## src/rtl/ama_riscv_csr_hpm.sv

```systemverilog
// Machine counter / hardware performance-monitor CSR block: mcycle, minstret,
// NUM_CNT event-selected mhpmcounters, their mhpmevent selectors and mcountinhibit.
module ama_riscv_csr_hpm #(
  parameter int NUM_CNT   = 4,
  parameter int CNT_WIDTH = 64,
  parameter int NUM_EVT   = 8,
  parameter int EVT_SEL_W = $clog2(NUM_EVT + 1)
) (
  input  logic               clk,
  input  logic               rst,
  input  logic               csr_en,
  input  logic               csr_we,
  input  logic [11:0]        csr_addr,
  input  logic [1:0]         csr_op,
  input  logic [31:0]        csr_wdata,
  output logic [31:0]        csr_rdata,
  output logic               csr_hit,
  input  logic               inst_retire,
  input  logic [NUM_EVT-1:0] evt,
  output logic [NUM_CNT-1:0] ovf
);

  // Counter slot 0 is mcycle, slot 1 minstret, slot 2+i is mhpmcounter(3+i).
  localparam int NTOT = NUM_CNT + 2;
  localparam int HI_W = CNT_WIDTH - 32;
  localparam logic [31:0] INH_MASK = 32'h5 | 32'(((64'd1 << NUM_CNT) - 64'd1) << 3);
  localparam logic [CNT_WIDTH-1:0] CNT_MAX = '1;

  logic [CNT_WIDTH-1:0] r_cnt [NTOT];
  logic [EVT_SEL_W-1:0] r_evt [NUM_CNT];
  logic [31:0]          r_inh;
  logic [NUM_CNT-1:0]   r_ovf;

  logic               w_map;
  logic               w_inh_sel;
  logic               w_wr;
  logic [NTOT-1:0]    w_lo_sel;
  logic [NTOT-1:0]    w_hi_sel;
  logic [NTOT-1:0]    w_inc;
  logic [NUM_CNT-1:0] w_evt_sel;
  logic [NUM_CNT-1:0] w_wrap;
  logic [31:0]        w_cur;
  logic [31:0]        w_wval;

  function automatic logic [11:0] cnt_addr(input int k, input logic hi);
    logic [11:0] a;
    a = (k == 0) ? 12'hB00 : 12'(32'hB01 + k);
    return hi ? (a | 12'h080) : a;
  endfunction

  always_comb begin
    w_map     = 1'b0;
    w_inh_sel = 1'b0;
    w_lo_sel  = '0;
    w_hi_sel  = '0;
    w_evt_sel = '0;
    w_cur     = '0;
    if (csr_addr == 12'h320) begin
      w_map     = 1'b1;
      w_inh_sel = 1'b1;
      w_cur     = r_inh;
    end
    for (int k = 0; k < NTOT; k++) begin
      if (csr_addr == cnt_addr(k, 1'b0)) begin
        w_map       = 1'b1;
        w_lo_sel[k] = 1'b1;
        w_cur       = r_cnt[k][31:0];
      end
      if (csr_addr == cnt_addr(k, 1'b1)) begin
        w_map       = 1'b1;
        w_hi_sel[k] = 1'b1;
        w_cur       = 32'(r_cnt[k][CNT_WIDTH-1:32]);
      end
    end
    for (int i = 0; i < NUM_CNT; i++) begin
      if (csr_addr == 12'(32'h323 + i)) begin
        w_map        = 1'b1;
        w_evt_sel[i] = 1'b1;
        w_cur        = 32'(r_evt[i]);
      end
    end
  end

  assign csr_hit   = csr_en & w_map;
  assign csr_rdata = csr_hit ? w_cur : 32'h0;
  assign w_wr      = csr_hit & csr_we & (csr_op != 2'd3);

  always_comb begin
    case (csr_op)
      2'd0:    w_wval = csr_wdata;
      2'd1:    w_wval = w_cur | csr_wdata;
      default: w_wval = w_cur & ~csr_wdata;
    endcase
  end

  // Increments use the inhibit value held before any write in this cycle.
  always_comb begin
    w_inc    = '0;
    w_wrap   = '0;
    w_inc[0] = ~r_inh[0];
    w_inc[1] = inst_retire & ~r_inh[2];
    for (int i = 0; i < NUM_CNT; i++) begin
      for (int e = 0; e < NUM_EVT; e++) begin
        if (r_evt[i] == EVT_SEL_W'(e + 1)) w_inc[2+i] = evt[e] & ~r_inh[3+i];
      end
      w_wrap[i] = w_inc[2+i] & (r_cnt[2+i] == CNT_MAX)
                & ~(w_wr & (w_lo_sel[2+i] | w_hi_sel[2+i]));
    end
  end

  always_ff @(posedge clk) begin
    if (rst) begin
      for (int k = 0; k < NTOT; k++) r_cnt[k] <= '0;
      for (int i = 0; i < NUM_CNT; i++) r_evt[i] <= '0;
      r_inh <= '0;
      r_ovf <= '0;
    end else begin
      r_ovf <= w_wrap;
      for (int k = 0; k < NTOT; k++) begin
        if (w_wr && w_lo_sel[k])      r_cnt[k][31:0] <= w_wval;
        else if (w_wr && w_hi_sel[k]) r_cnt[k][CNT_WIDTH-1:32] <= w_wval[HI_W-1:0];
        else if (w_inc[k])            r_cnt[k] <= r_cnt[k] + CNT_WIDTH'(1);
      end
      for (int i = 0; i < NUM_CNT; i++) begin
        if (w_wr && w_evt_sel[i]) r_evt[i] <= w_wval[EVT_SEL_W-1:0];
      end
      if (w_wr && w_inh_sel) r_inh <= w_wval & INH_MASK;
    end
  end

  assign ovf = r_ovf;

endmodule

```

## config.mk

```make
export PLATFORM = sky130hd
export DESIGN_NAME = ama_riscv_csr_hpm
export DESIGN_NICKNAME = d
export VERILOG_FILES = /design/src/rtl/ama_riscv_csr_hpm.sv
export SDC_FILE = /design/constraint.sdc
export NUM_CORES = 1
export LEC_CHECK = 0
export BUFFER_PORTS_ARGS = -buffer_cell sky130_fd_sc_hd__clkbuf_2
export CELL_PAD_IN_SITES_DETAIL_PLACEMENT = 0
export CELL_PAD_IN_SITES_GLOBAL_PLACEMENT = 1
export CORE_MARGIN = 1.5
export CORE_UTILIZATION = 50
export CTS_BUF_LIST = sky130_fd_sc_hd__clkbuf_8 sky130_fd_sc_hd__clkbuf_16
export CTS_CLUSTER_DIAMETER = 80
export CTS_CLUSTER_SIZE = 14
export DETAILED_ROUTE_END_ITERATION = 12
export PLACE_DENSITY = 0.94
export REMOVE_ABC_BUFFERS = 1
export SLEW_MARGIN = 20
export SYNTH_ARGS = -nofsm -noshare
export SYNTH_HDL_FRONTEND = slang
export SYNTH_SLANG_ARGS = --single-unit
```

## constraint.sdc

```tcl
create_clock -name clk -period 6.8 [get_ports clk]
set_input_delay 1.36 -clock clk [delete_from_list [all_inputs] [get_ports clk]]
set_output_delay 1.36 -clock clk [all_outputs]
set_load 0.1 [all_outputs]
```

; ---- After elaboration in Yosys (flattened, before gate mapping)
; Memory sizes are Yosys's and may differ from the RTL's.
; Cells that the tools add are included.
[totals]
mem_bits_rw = 400
register_bits = 10
wordCells = 373
n_memories = 2
[op_classes]
n_reduce_logical = 18
muxes = 198
bitwise = 92
add_sub_neg = 6
eq_ne = 55
[memory_table]
columns = memory, words, width, rd, rd_ports_with_merged_regs, write_ports, line_no
row1 = r_cnt, 6, 64, 6, 0, 6, 29  ; logic [CNT_WIDTH-1:0] r_cnt [NTOT];
row2 = r_evt, 4, 4, 4, 0, 4, 30  ; logic [EVT_SEL_W-1:0] r_evt [NUM_CNT];
[op_table]
columns = cell, n
row1 = 32-bit 2-to-1 mux, 41
row2 = 64-bit by 1-bit adder with 64-bit output (second input constant), 6
row3 = 64-bit == test (second input constant), 4
row4 = 1-bit 2-to-1 mux, 151
row5 = 12-bit == test (second input constant), 12
row6 = 4-bit by 3-bit == test with 1-bit output (second input constant), 16
row7 = 32-bit one-hot mux with 2 select lines, 1
row8 = 12-bit by 10-bit == test with 1-bit output (second input constant), 5
row9 = 1-bit bitwise AND, 48
row10 = 32-bit bitwise AND, 1
row11 = 4-bit by 2-bit == test with 1-bit output (second input constant), 8
row12 = 32-bit NOT, 1
row13 = 1-bit OR, 32
row14 = 32-bit OR, 1
row15 = 1-bit logical AND, 17
row16 = 4-bit by 1-bit == test with 1-bit output (second input constant), 4
row17 = 4-bit == test (second input constant), 4
row18 = 4-bit 2-to-1 mux, 4
row19 = 1-bit NOT, 9
row20 = 7-bit 2-to-1 mux, 1
row21 = 2-bit by 1-bit == test with 1-bit output (second input constant), 1
row22 = 2-bit zero test, 1
row23 = 2-bit != test (second input constant), 1

; ---- Logic depth before layout (Yosys ltp)
[logic_depth]
ltp_word = 28
ltp_mapped = 13
ltp_nobuf = 8

; ---- Worst setup path before layout
; Ideal clock, no wire load.
[synth_path]
path_type = input port to output port
from = in csr_addr[1]
to = out csr_rdata[12]
required_ns = 5.440
arrival_ns = 5.415
cell_stages = 10
n_path_buf = 3
slack_ns = 0.025
path_cell_list = buf_2 -> or4_1 -> buf_2 -> o31ai_4 -> a21oi_1 -> nand2b_1 -> clkbuf_1 -> inv_1 -> nand2_1 -> a21oi_1
[synth_between]
elab_chain_len = 20
word_cells_on_any_way = 52
[synth_rtl]
columns = item, line_no
row1 = "start, declared", 13  ; input logic [11:0] csr_addr,
row2 = 12-bit by 10-bit == test with 1-bit output, 58  ; if (csr_addr == 12'h320) begin
row3 = 1-bit 2-to-1 mux, 58
row4 = 1-bit 2-to-1 mux, 64  ; if (csr_addr == cnt_addr(k, 1'b0)) begin
row5 = 1-bit 2-to-1 mux, 69  ; if (csr_addr == cnt_addr(k, 1'b1)) begin
row6 = 1-bit 2-to-1 mux, 64
row7 = 1-bit 2-to-1 mux, 69
row8 = 1-bit 2-to-1 mux, 64
row9 = 1-bit 2-to-1 mux, 69
row10 = (+3 left out), -
row11 = 1-bit 2-to-1 mux, 69
row12 = 1-bit 2-to-1 mux, 64
row13 = 1-bit 2-to-1 mux, 69
row14 = 1-bit 2-to-1 mux (3 in series), 76  ; if (csr_addr == 12'(32'h323 + i)) begin
row15 = 1-bit 2-to-1 mux *, 76
row16 = 1-bit bitwise AND *, 84  ; assign csr_hit = csr_en & w_map;
row17 = via csr_hit, 17  ; output logic csr_hit,
row18 = 32-bit 2-to-1 mux *, 85  ; assign csr_rdata = csr_hit ? w_cur : 32'h0;
row19 = "end, declared", 16  ; output logic [31:0] csr_rdata,
; The timed path passes the listed nets; every way through them passes the cells marked *.

; ---- Final worst setup path
[layout_path]
from = in csr_addr[0]
to = out csr_rdata[8]
[layout_between]
elab_chain_len = 20
word_cells_on_any_way = 52
[layout_rtl]
columns = item, line_no
row1 = 12-bit by 10-bit == test with 1-bit output, 58
row2 = 1-bit 2-to-1 mux, 58
row3 = 1-bit 2-to-1 mux, 64
row4 = 1-bit 2-to-1 mux, 69
row5 = 1-bit 2-to-1 mux, 64
row6 = 1-bit 2-to-1 mux, 69
row7 = 1-bit 2-to-1 mux, 64
row8 = 1-bit 2-to-1 mux, 69
row9 = 1-bit 2-to-1 mux, 64
row10 = 1-bit 2-to-1 mux, 69
row11 = 1-bit 2-to-1 mux, 64
row12 = 1-bit 2-to-1 mux, 69
row13 = 1-bit 2-to-1 mux, 64
row14 = 1-bit 2-to-1 mux, 69
row15 = 1-bit 2-to-1 mux (4 in series), 76
row16 = 1-bit bitwise AND, 84
row17 = 32-bit 2-to-1 mux *, 85
; Mark *: on every way between the ends. The rest lies on a longest branch, timed or not.

==> results.yml <==
power_and_ir_drop:
  powerDensity_nw_per_um2: 190
  ir_drop_mv: 0.211
  leakage_nw: 10.3
timing:
  setup_violations: 0
  max_slew_margin_pct: 13.9
  hold_violations: 0
  period_needed_ns: 6.34
  whs_ns: 0.522
  drv_slew: 0
  max_freq_mhz: 158
  tightest_slew_ns: 1.28
  finClkSkew_ns: 0.0278
  setup_slack_ns: 0.459
  fin_crit_sh_pct: 93.3
  rsz0062_at_grt: "false"
logic_synthesis:
  ys_ff_latch: 410
  async_reset_ff_share_pct: 0
  synth_top_area_share_pct: 40.5
  synth_area_um2: 29600
  synth_edf_count: 400
  synthFlopType: "edfxtp_1"
  ys_top_cells_by_area: "edfxtp_1, o22ai_1, xnor2_1, xor2_1, nor2_1"
  yosysSeqAreaShare_pct: 41.2
  synth_cells: 3224
  synth_warnings: 0
  synth_area_per_cell_um2: 9.19
  synth_cell_types: 102
  synth_top_area_cell: "edfxtp_1"
setup_path:
  arrival_ns: 4.98
  crit_required_ns: 5.44
  crit_type: "input port to primary output"
  start_kind: "input port"
  crit_path_end_kind: "primary output"
  crit_fanout: 33
cells_and_area:
  areaGrowthSynthToFinish_pct: 11.5
  fillers: 5189
  drive_gt1_share_pct: 12.3
  nNetsFinal: 3332
route:
  drt-total-wl_um: 151000
  drt_iter0_markers: 5124
  drc_errors: 0
  wire_per_inst_um: 37.0
  dr.pass1.iters: 9
  ant_nets: 0
  vias: 30300
  avgViaCountPerCell: 7.44
placed_design:
  io_buffers: 95
  gp_congestion: 1.11
  dp_slack_ns: 0.716
  hpwl_um: 111000
global_routing:
  antenna_found_initial: 10
  grt.overflow.total: 0
  track_usage_pct: 48.8
  grt_max_degree: 95
  grt_pass1_vias: 27700
  grt_first_pass_wirelength_um: 210000
floorplanning:
  design.die.area_um2: 60700
  core-area_um2: 58800
  num_rows: 89
  start_util_pct: 50.4
  chipWidth_um: 246
  die_y_um: 246
  io_pins: 96
status:
  status: "finished, final reports clean"
clock_tree:
  post_cts_resized: 0
  cts_made_buffers: 37
  cts-root-buf: "clkbuf_16"
  clockBufferDepth: 3
  cts_tree: "built"
  post_cts_buffers: 0
  clock-sinks: 410
  worstSkewPairLatency_ns: 0.61
  cts_max_level: 2
  clk_pin_slew_ns: 0.07
  cts-hold-fix-buffers: 0
worst_hold_path:
  hold_path_class: "flop to flop"
flow_run:
  maxCapViolCount: 0
worst paths after layout:
path                            depth (start not counted)  slack, ns           end          from
worst max register to register                          7       2.84  r_cnt[0][40]  r_cnt[3][40]
worst max-delay path                                    9       0.46  csr_rdata[8]   csr_addr[0]
worst min-delay path                                    2       0.52      r_inh[2]      r_inh[2]
worst min register to register                          2       0.52      r_inh[2]      r_inh[2]
worst max-delay path, cell delays in order:
cell	delay, ns
buf_2	0.58
or4b_1	0.61
buf_4	0.46
o32ai_1	0.16
a221o_1	0.40
a211oi_1	0.84
or3_1	0.25
nor2_1	0.08
buf_12	0.18
cells in the final DEF, fill, tap and decap left out, types with 42 or more instances in the layout:
| cell | n |
|---|---|
| edfxtp_1 | 400 |
| o22ai_1 | 375 |
| nor2_1 | 292 |
| nand2_1 | 224 |
| xnor2_1 | 189 |
| xor2_1 | 183 |
| nand3_1 | 177 |
| buf_4 | 152 |
| nand4_1 | 119 |
| a21oi_1 | 109 |
| o21ai_0 | 97 |
| inv_1 | 96 |
| nor3_1 | 79 |
| and3_1 | 63 |
| clkbuf_2 | 60 |
| and4_1 | 42 |
power by group:
| group | internal (mW) | switching [mW] | leakage (nW) |
|---|---|---|---|
| clock network | 1.01 | 1.06 | 0.617 |
| registers | 2.98 | 0.330 | 4.34 |
| logic | 0.286 | 0.606 | 5.37 |
synth_stat cells (12+ instances only):
library cell and number:
o211ai_1 12, mux2i_1 24, o21ai_0 99, nand3_1 177
nor3_1 80, a22oi_1 27, nor4_1 35, a211oi_2 29
and3_1 63, and2_1 22, a211oi_1 26, nand4_1 119
buf_2 107, edfxtp_1 400, xnor2_1 189, nor2b_1 15
inv_1 73, clkbuf_1 117, and4_1 42, o22ai_1 375
xor2_1 183, o31a_1 20, a21oi_1 110, or3_1 23
o21ai_1 14, nor2_1 292, nand2_1 224, o2bb2ai_1 21
o31ai_1 12, a31oi_1 22
cells by family (layout without fill, tap and decap cells):
| logic type | Yosys count | in the layout | synth area share [%] |
|---|---|---|---|
| simple gates | 1174 | 1174 | 20.4 |
| other cells | 0 | 5 | 0 |
| xor+xnor | 372 | 372 | 11.0 |
| fa+ha+maj | 6 | 6 | 0.253 |
| compound gates | 906 | 906 | 21.0 |
| flops | 410 | 410 | 41.2 |
| buf+inv | 324 | 395 | 4.80 |
| mux | 32 | 32 | 1.27 |
through the flow:
stage               power [mW]  setup TNS, ns  instance area [um^2]  instances  util (%)
finish                    6.27              0                 33000       4073      56.2
global route              6.36              0                 33000       4069      56.2
CTS                       6.19              0                 33000       4068      56.2
detailed placement        4.19              0                 31900       4001      54.3
global placement          4.17              0                 31900       4001      54.3
floorplan                 3.65         -87.02                 28500       2975         -
state kept, by name, summed over array words and instances, names as in the netlist:
name	flops
r_cnt	384
r_evt	16
r_inh	6
ovf	4
metal layers:
layer	global-route usage, %	up-vias	share of wire, %
met5	0	-	0.041
met4	35.9	8	9.2
met3	13.9	650	14
met2	71.3	2677	42
met1	61.4	14500	35
li1	-	12500	-
final cells by class:
type                       count  area, um^2  area share, %
tap                          773         967           2.93
timing repair buffer         253        2250           6.80
inverter                      75         282          0.852
antenna                        5        12.5         0.0379
clock buffer                  37         926           2.80
clock inverter                30         179          0.542
multi-input combinational   2490       16200           49.1
sequential                   410       12200           37.0
Power figures use the tool's default switching activity.
